<file path="config.mk">
export PLATFORM = sky130hd
export DESIGN_NAME = latch_bank_flat
export DESIGN_NICKNAME = d
export VERILOG_FILES = /design/src/rtl/latch_bank_pkg.sv /design/src/rtl/latch_bank_if.sv /design/src/rtl/latch_bank_chan.sv /design/src/rtl/latch_bank.sv /design/src/flat_wrapper.sv
export SDC_FILE = /design/constraint.sdc
export NUM_CORES = 1
export LEC_CHECK = 0
export ABC_AREA = 1
export ABC_CLOCK_PERIOD_IN_PS = 2100
export CAP_MARGIN = 40
export CORE_UTILIZATION = 55
export DETAILED_ROUTE_END_ITERATION = 10
export GPL_ROUTABILITY_DRIVEN = 0
export PLACE_DENSITY = 0.86
export SYNTH_ARGS = -nofsm -noshare
export SYNTH_HDL_FRONTEND = slang
export SYNTH_HIERARCHICAL = 1
export SYNTH_SLANG_ARGS = --single-unit
</file>
<file path="constraint.sdc">
create_clock -name clk -period 2.1 [get_ports clk]
set_input_delay 0.42 -clock clk [delete_from_list [all_inputs] [get_ports clk]]
set_output_delay 0.42 -clock clk [all_outputs]
set_load 0.01 [all_outputs]
</file>
<file path="src/rtl/latch_bank_pkg.sv">
// latch_bank shared types and helpers.
// Build option: LATCH_BANK_TRANSPARENT_EN (combinational q while gate open).
package latch_bank_pkg;

    typedef enum logic {
        CLOSED = 1'b0,
        OPEN   = 1'b1
    } gate_state_e;

    function automatic int clog2_min1(input int n);
        return (n <= 2) ? 1 : $clog2(n);
    endfunction

endpackage

</file>
<file path="src/rtl/latch_bank_if.sv">
// latch_bank data, gate and history-read bundle.
// Width parameters must match the latch_bank instance.
interface latch_bank_if #(
    parameter int WIDTH    = 4,
    parameter int CHANNELS = 2,
    parameter int DEPTH    = 4
);
    import latch_bank_pkg::*;

    localparam int CHW  = clog2_min1(CHANNELS);
    localparam int SELW = clog2_min1(DEPTH);
    localparam int CNTW = $clog2(DEPTH + 1);

    logic [CHANNELS*WIDTH-1:0] d;
    logic [CHANNELS-1:0]       c;
    logic [CHANNELS*WIDTH-1:0] q;
    logic [CHANNELS-1:0]       closed;
    logic [CHW-1:0]            hist_ch;
    logic [SELW-1:0]           hist_sel;
    logic [WIDTH-1:0]          hist_q;
    logic [CNTW-1:0]           hist_cnt;

    modport master (
        output d, c, hist_ch, hist_sel,
        input  q, closed, hist_q, hist_cnt
    );

    modport slave (
        input  d, c, hist_ch, hist_sel,
        output q, closed, hist_q, hist_cnt
    );

endinterface

</file>
<file path="src/rtl/latch_bank_chan.sv">
// One latch channel: held value, gate FSM, close history and count.
// LATCH_BANK_TRANSPARENT_EN makes q follow d while the gate is open.
module latch_bank_chan
    import latch_bank_pkg::*;
#(
    parameter int WIDTH = 4,
    parameter int DEPTH = 4,
    parameter int CNTW  = $clog2(DEPTH + 1)
) (
    input  logic                        clk,
    input  logic                        rst_n,
    input  logic [WIDTH-1:0]            d,
    input  logic                        c,
    output logic [WIDTH-1:0]            q,
    output logic                        closed,
    output logic [DEPTH-1:0][WIDTH-1:0] hist,
    output logic [CNTW-1:0]             cnt
);

    gate_state_e      state;
    gate_state_e      state_nxt;
    logic             load;
    logic             close_evt;
    logic [WIDTH-1:0] held;

    always_ff @(posedge clk or negedge rst_n) begin
        if (!rst_n) state <= CLOSED;
        else        state <= state_nxt;
    end

    always_comb begin
        state_nxt = state;
        load      = 1'b0;
        close_evt = 1'b0;
        unique case (state)
            CLOSED: begin
                if (c) begin
                    state_nxt = OPEN;
                    load      = 1'b1;
                end
            end
            OPEN: begin
                if (c) begin
                    load = 1'b1;
                end else begin
                    state_nxt = CLOSED;
                    close_evt = 1'b1;
                end
            end
        endcase
    end

    // held is the last value loaded while open, so it is what a close logs
    always_ff @(posedge clk or negedge rst_n) begin
        if (!rst_n) begin
            held   <= '0;
            closed <= 1'b0;
            hist   <= '0;
            cnt    <= '0;
        end else begin
            closed <= close_evt;
            if (load) held <= d;
            if (close_evt) begin
                hist <= {hist[DEPTH-2:0], held};
                if (cnt != CNTW'(DEPTH)) cnt <= cnt + 1'b1;
            end
        end
    end

`ifdef LATCH_BANK_TRANSPARENT_EN
    assign q = c ? d : held;
`else
    assign q = held;
`endif

endmodule

</file>
<file path="src/rtl/latch_bank.sv">
// Multi-channel gated latch bank with per-channel close history.
// Build option: LATCH_BANK_TRANSPARENT_EN (zero-latency q while open).
module latch_bank
    import latch_bank_pkg::*;
#(
    parameter int WIDTH    = 4,
    parameter int CHANNELS = 2,
    parameter int DEPTH    = 4
) (
    input logic         clk,
    input logic         rst_n,
    latch_bank_if.slave bus
);

    localparam int CNTW = $clog2(DEPTH + 1);

    logic [DEPTH-1:0][WIDTH-1:0] hist_a [CHANNELS];
    logic [CNTW-1:0]             cnt_a  [CHANNELS];
    logic [CHANNELS*WIDTH-1:0]   q_v;
    logic [CHANNELS-1:0]         closed_v;

    for (genvar k = 0; k < CHANNELS; k++) begin : g_chan
        latch_bank_chan #(
            .WIDTH (WIDTH),
            .DEPTH (DEPTH),
            .CNTW  (CNTW)
        ) u_chan (
            .clk    (clk),
            .rst_n  (rst_n),
            .d      (bus.d[k*WIDTH +: WIDTH]),
            .c      (bus.c[k]),
            .q      (q_v[k*WIDTH +: WIDTH]),
            .closed (closed_v[k]),
            .hist   (hist_a[k]),
            .cnt    (cnt_a[k])
        );
    end

    assign bus.q      = q_v;
    assign bus.closed = closed_v;

    // entries at or beyond the count were never logged and read as 0
    always_comb begin
        bus.hist_q   = '0;
        bus.hist_cnt = '0;
        for (int k = 0; k < CHANNELS; k++) begin
            if (int'(bus.hist_ch) == k) begin
                bus.hist_cnt = cnt_a[k];
                for (int i = 0; i < DEPTH; i++) begin
                    if (int'(bus.hist_sel) == i && i < int'(cnt_a[k]))
                        bus.hist_q = hist_a[k][i];
                end
            end
        end
    end

endmodule

</file>
<file path="src/flat_wrapper.sv">
// flat-port wrapper written by rule: the top's interface ports become plain ports
module latch_bank_flat import latch_bank_pkg::*;
#(
    parameter int WIDTH    = 4,
    parameter int CHANNELS = 2,
    parameter int DEPTH    = 4
)
  (clk, rst_n, bus_d, bus_c, bus_hist_ch, bus_hist_sel, bus_q, bus_closed, bus_hist_q, bus_hist_cnt);
  latch_bank_if #(.WIDTH(WIDTH), .CHANNELS(CHANNELS), .DEPTH(DEPTH)) bus_i ();
  input logic clk;
  input logic rst_n;
  input wire logic [$bits(bus_i.d)-1:0] bus_d;
  input wire logic [$bits(bus_i.c)-1:0] bus_c;
  input wire logic [$bits(bus_i.hist_ch)-1:0] bus_hist_ch;
  input wire logic [$bits(bus_i.hist_sel)-1:0] bus_hist_sel;
  output wire logic [$bits(bus_i.q)-1:0] bus_q;
  output wire logic [$bits(bus_i.closed)-1:0] bus_closed;
  output wire logic [$bits(bus_i.hist_q)-1:0] bus_hist_q;
  output wire logic [$bits(bus_i.hist_cnt)-1:0] bus_hist_cnt;
  assign bus_i.d = bus_d;
  assign bus_i.c = bus_c;
  assign bus_i.hist_ch = bus_hist_ch;
  assign bus_i.hist_sel = bus_hist_sel;
  assign bus_q = bus_i.q;
  assign bus_closed = bus_i.closed;
  assign bus_hist_q = bus_i.hist_q;
  assign bus_hist_cnt = bus_i.hist_cnt;
  latch_bank #(.WIDTH(WIDTH), .CHANNELS(CHANNELS), .DEPTH(DEPTH)) u_core (.clk(clk), .rst_n(rst_n), .bus(bus_i));
endmodule
</file>
==> results.sh <==
export IMPL_gr_usage_all_layers_pct=22.6
export IMPL_gr_total_overflow=0
export IMPL_vdd_ir_drop_max_mv=0.613
export IMPL_ant_nets=0
export IMPL_cts_buffers=5
export IMPL_vias=2077
export IMPL_power_total_mw=2.98
export IMPL_ioPinCount=32
export IMPL_layout_drive_gt1_share_pct=17.5
export IMPL_syn_inst=305
export IMPL_max_slew_worst_pin_slew_ps=556
export IMPL_timing_critical_path_max_delay_family="flip-flops"
export IMPL_crit_type="reg2out"
export IMPL_die_w_um=69.5
export IMPL_core_area_mm2=0.00435
export IMPL_critPathMaxStageDelay_ps=470
export IMPL_drtIter0Drc=165
export IMPL_fp_dieH_um=69.5
export IMPL_p_int_mw=1.87
export IMPL_outcome="finished clean"
export IMPL_clkPwrFrac_pct=17.5
export IMPL_grt_pass1_vias=1869
export IMPL_fmaxAchievable_ghz=0.491
export IMPL_crit_arrival_ps=1620
export IMPL_routedWlPerCell_um=12.4
export IMPL_placed_area_mm2=0.00288
export IMPL_cts_root_buf="clkbuf_8"
export IMPL_portBuffers=31
export IMPL_start_util_pct=57.6
export IMPL_end_kind="output port"
export IMPL_fill_cells=339
export IMPL_yosysTopAreaCellShare_pct=49.9
export IMPL_yosys_area_top_type="dfrtp_1"
export IMPL_cts_buffer_depth=2
export IMPL_crit_slowest_cell="dfrtp_2"
export IMPL_p_per_area_mw_per_mm2=972
export IMPL_crit_chain="inv_2 > nand2_4 > nand3_1 > nand2_1 > o21bai_1 > nand2_1 > dlygate4sd2_1"
export IMPL_async_reset_ff_share_pct=100
export IMPL_seq_area_mm2=0.00125
export IMPL_antenna_found_initial=0
export IMPL_grt_max_degree=29
export IMPL_combPwrFrac_pct=38.8
export IMPL_final_nets=368
export IMPL_yosysSeqAreaShare_pct=49.9
export IMPL_whs_ps=112
export IMPL_syn_nets=324
export IMPL_area_growth_pct=22.2
export IMPL_hp_class="in2async"
export IMPL_worstPathBufferInverterCount=2
export IMPL_hpwl_um=3530
export IMPL_dieArea_mm2=0.00484
export IMPL_cpMostUsedCell="nand2_1"
export IMPL_netSwitchingFraction_pct=37.3
export IMPL_worstPathRequired_ps=1680
export IMPL_finalHoldViolCount=0
export IMPL_synth_area_leaders="dfrtp_1 (50%), nand2_1 (16%), nand3_1 (6.4%)"
export IMPL_avgSynthCellArea_um2=8.23
export IMPL_startpoint_type="flip-flop"
export IMPL_synth_cell_types=17
export IMPL_grt_pass1_wl_um=8650
export IMPL_yosysMostFrequentCell="nand2_1"
export IMPL_wirelength_um=4950
export IMPL_power_share_sequential_pct=43.7
export IMPL_fin_crit_ps=2040
export IMPL_htree_levels=2
export IMPL_synth_seq_cells=50
export IMPL_cts_tree="built"
export IMPL_multi_input_area_mm2=0.00110
export IMPL_design_area_mm2=0.00307
export IMPL_post_route_period_util_pct=97.0
export IMPL_drc=0
export IMPL_drv_slew=0
export IMPL_vias_per_cell=5.18
export IMPL_ctsHoldBuffers=0
export IMPL_clk_pin_slew_ps=90
export IMPL_power_switching_mw=1.11
export IMPL_leakagePower_nw=1.62
export IMPL_slew_headroom_pct=63.0
export IMPL_clkLatencyLatePin_ps=290
export IMPL_synth_area_mm2=0.00251
export IMPL_cp_max_fo=8
export IMPL_synth_ff_type="dfrtp_1"
export IMPL_synth_edff_count=0
export IMPL_yosys_top_cells_count="nand2_1 (106), dfrtp_1 (50), inv_1 (35)"
export IMPL_drv_cap=0
export IMPL_cts_sinks=50
export IMPL_row_count=24
export IMPL_fin_setup_tns_ps=0
export IMPL_setup_violations=0
export IMPL_yosys_warnings=6
export IMPL_first_pass_iters=4
export IMPL_diodes=0
export IMPL_fin_skew_ps=5.93
[logic make-up after synthesis]
group           Yosys count  share of synthesized area, %
fa+ha+maj                 4                          2.00
simple gates            158                          26.8
flops                    50                          49.9
buf+inv                  46                          9.73
compound gates           47                          11.6
[timing repair]
action,4_1_cts,5_1_grt
endpoints found under the setup margin,7,5
pin swaps,0,3
resized for setup,26,16
setup buffers,0,3
[through the flow]
stage          utilization, %  std cells  setup slack, ps
4_1_cts                  68.9        398             28.7
5_1_grt                  70.4        401            -12.9
3_5_place_dp             66.1        391             -535
3_3_place_gp             66.1        391             -470
2_1_floorplan               -        305              621
6_report                 70.4        401             63.5
[path summary, 6_finish.rpt]
| path | endpoint | from | cells past startpoint | slack, ps |
|---|---|---|---|---|
| worst max-delay path | bus_hist_q[2] | u_core/g_chan[1].u_chan/cnt[2] | 7 | 60 |
| worst min-delay path | u_core/g_chan[1].u_chan/hist[4] | rst_n | 1 | 110 |
| worst max register to register | u_core/g_chan[1].u_chan/cnt[2] | u_core/g_chan[1].u_chan/cnt[0] | 7 | 850 |
| worst min register to register | u_core/g_chan[0].u_chan/hist[14] | u_core/g_chan[0].u_chan/hist[14] | 2 | 490 |
| max in group asynchronous | u_core/g_chan[0].u_chan/hist[5] | rst_n | 2 | 1450 |
| min in group clk | u_core/g_chan[0].u_chan/hist[14] | u_core/g_chan[0].u_chan/hist[14] | 2 | 490 |
[cell usage in the layout, fill, tap and decap left out, types with 2 or more instances in the layout]
master and count:
buf_4 13, dfrtp_1 49, nor2_8 2, nand2_4 2, nand3_4 3, inv_2 5
clkinv_2 2, ha_1 4, inv_1 32, clkbuf_2 2, nand2_1 103, nor2_4 2
nor2_1 11, buf_12 2, o21ai_1 9, nor2_2 3, o21bai_1 4, o21ai_2 13
clkbuf_8 5, nand2_2 3, dlygate4sd2_1 3, o21ai_0 21, nand3_1 28, clkdlybuf4s50_1 22
[flip-flops by register name, summed over array words and instances (netlist names)]
| register | flops |
|---|---|
| u_core/g_chan.u_chan/closed | 2 |
| u_core/g_chan.u_chan/cnt | 6 |
| u_core/g_chan.u_chan/hist | 32 |
| u_core/g_chan.u_chan/q | 8 |
| u_core/g_chan.u_chan/state | 2 |
[power groups by stage]
stage / logic, mW / clock network, mW / registers [mW]
6_report: 1.16 / 0.521 / 1.30
4_1_cts: 1.02 / 0.538 / 1.30
5_1_grt: 1.29 / 0.568 / 1.33
3_3_place_gp: 0.923 / 0 / 1.30
3_5_place_dp: 0.966 / 0 / 1.31
2_1_floorplan: 0.579 / 0 / 1.29
[routing by layer]
| layer | wire length (um) | global-route usage [%] | vias up |
|---|---|---|---|
| li1 | - | - | 1050 |
| met1 | 2280 | 33.9 | 966 |
| met2 | 2380 | 34.0 | 57 |
| met3 | 257 | 2.76 | 4 |
| met4 | 40 | 7.71 | 0 |
| met5 | 0 | 0 | - |
[layout make-up]
class	count	area share (%)
clock inverter	2	0.327
multi-input combinational	209	35.8
timing repair buffer	46	14.1
sequential	50	40.9
tap	52	2.12
clock buffer	5	2.24
inverter	37	4.53
Note: power is estimated with default switching activity, not from simulation.
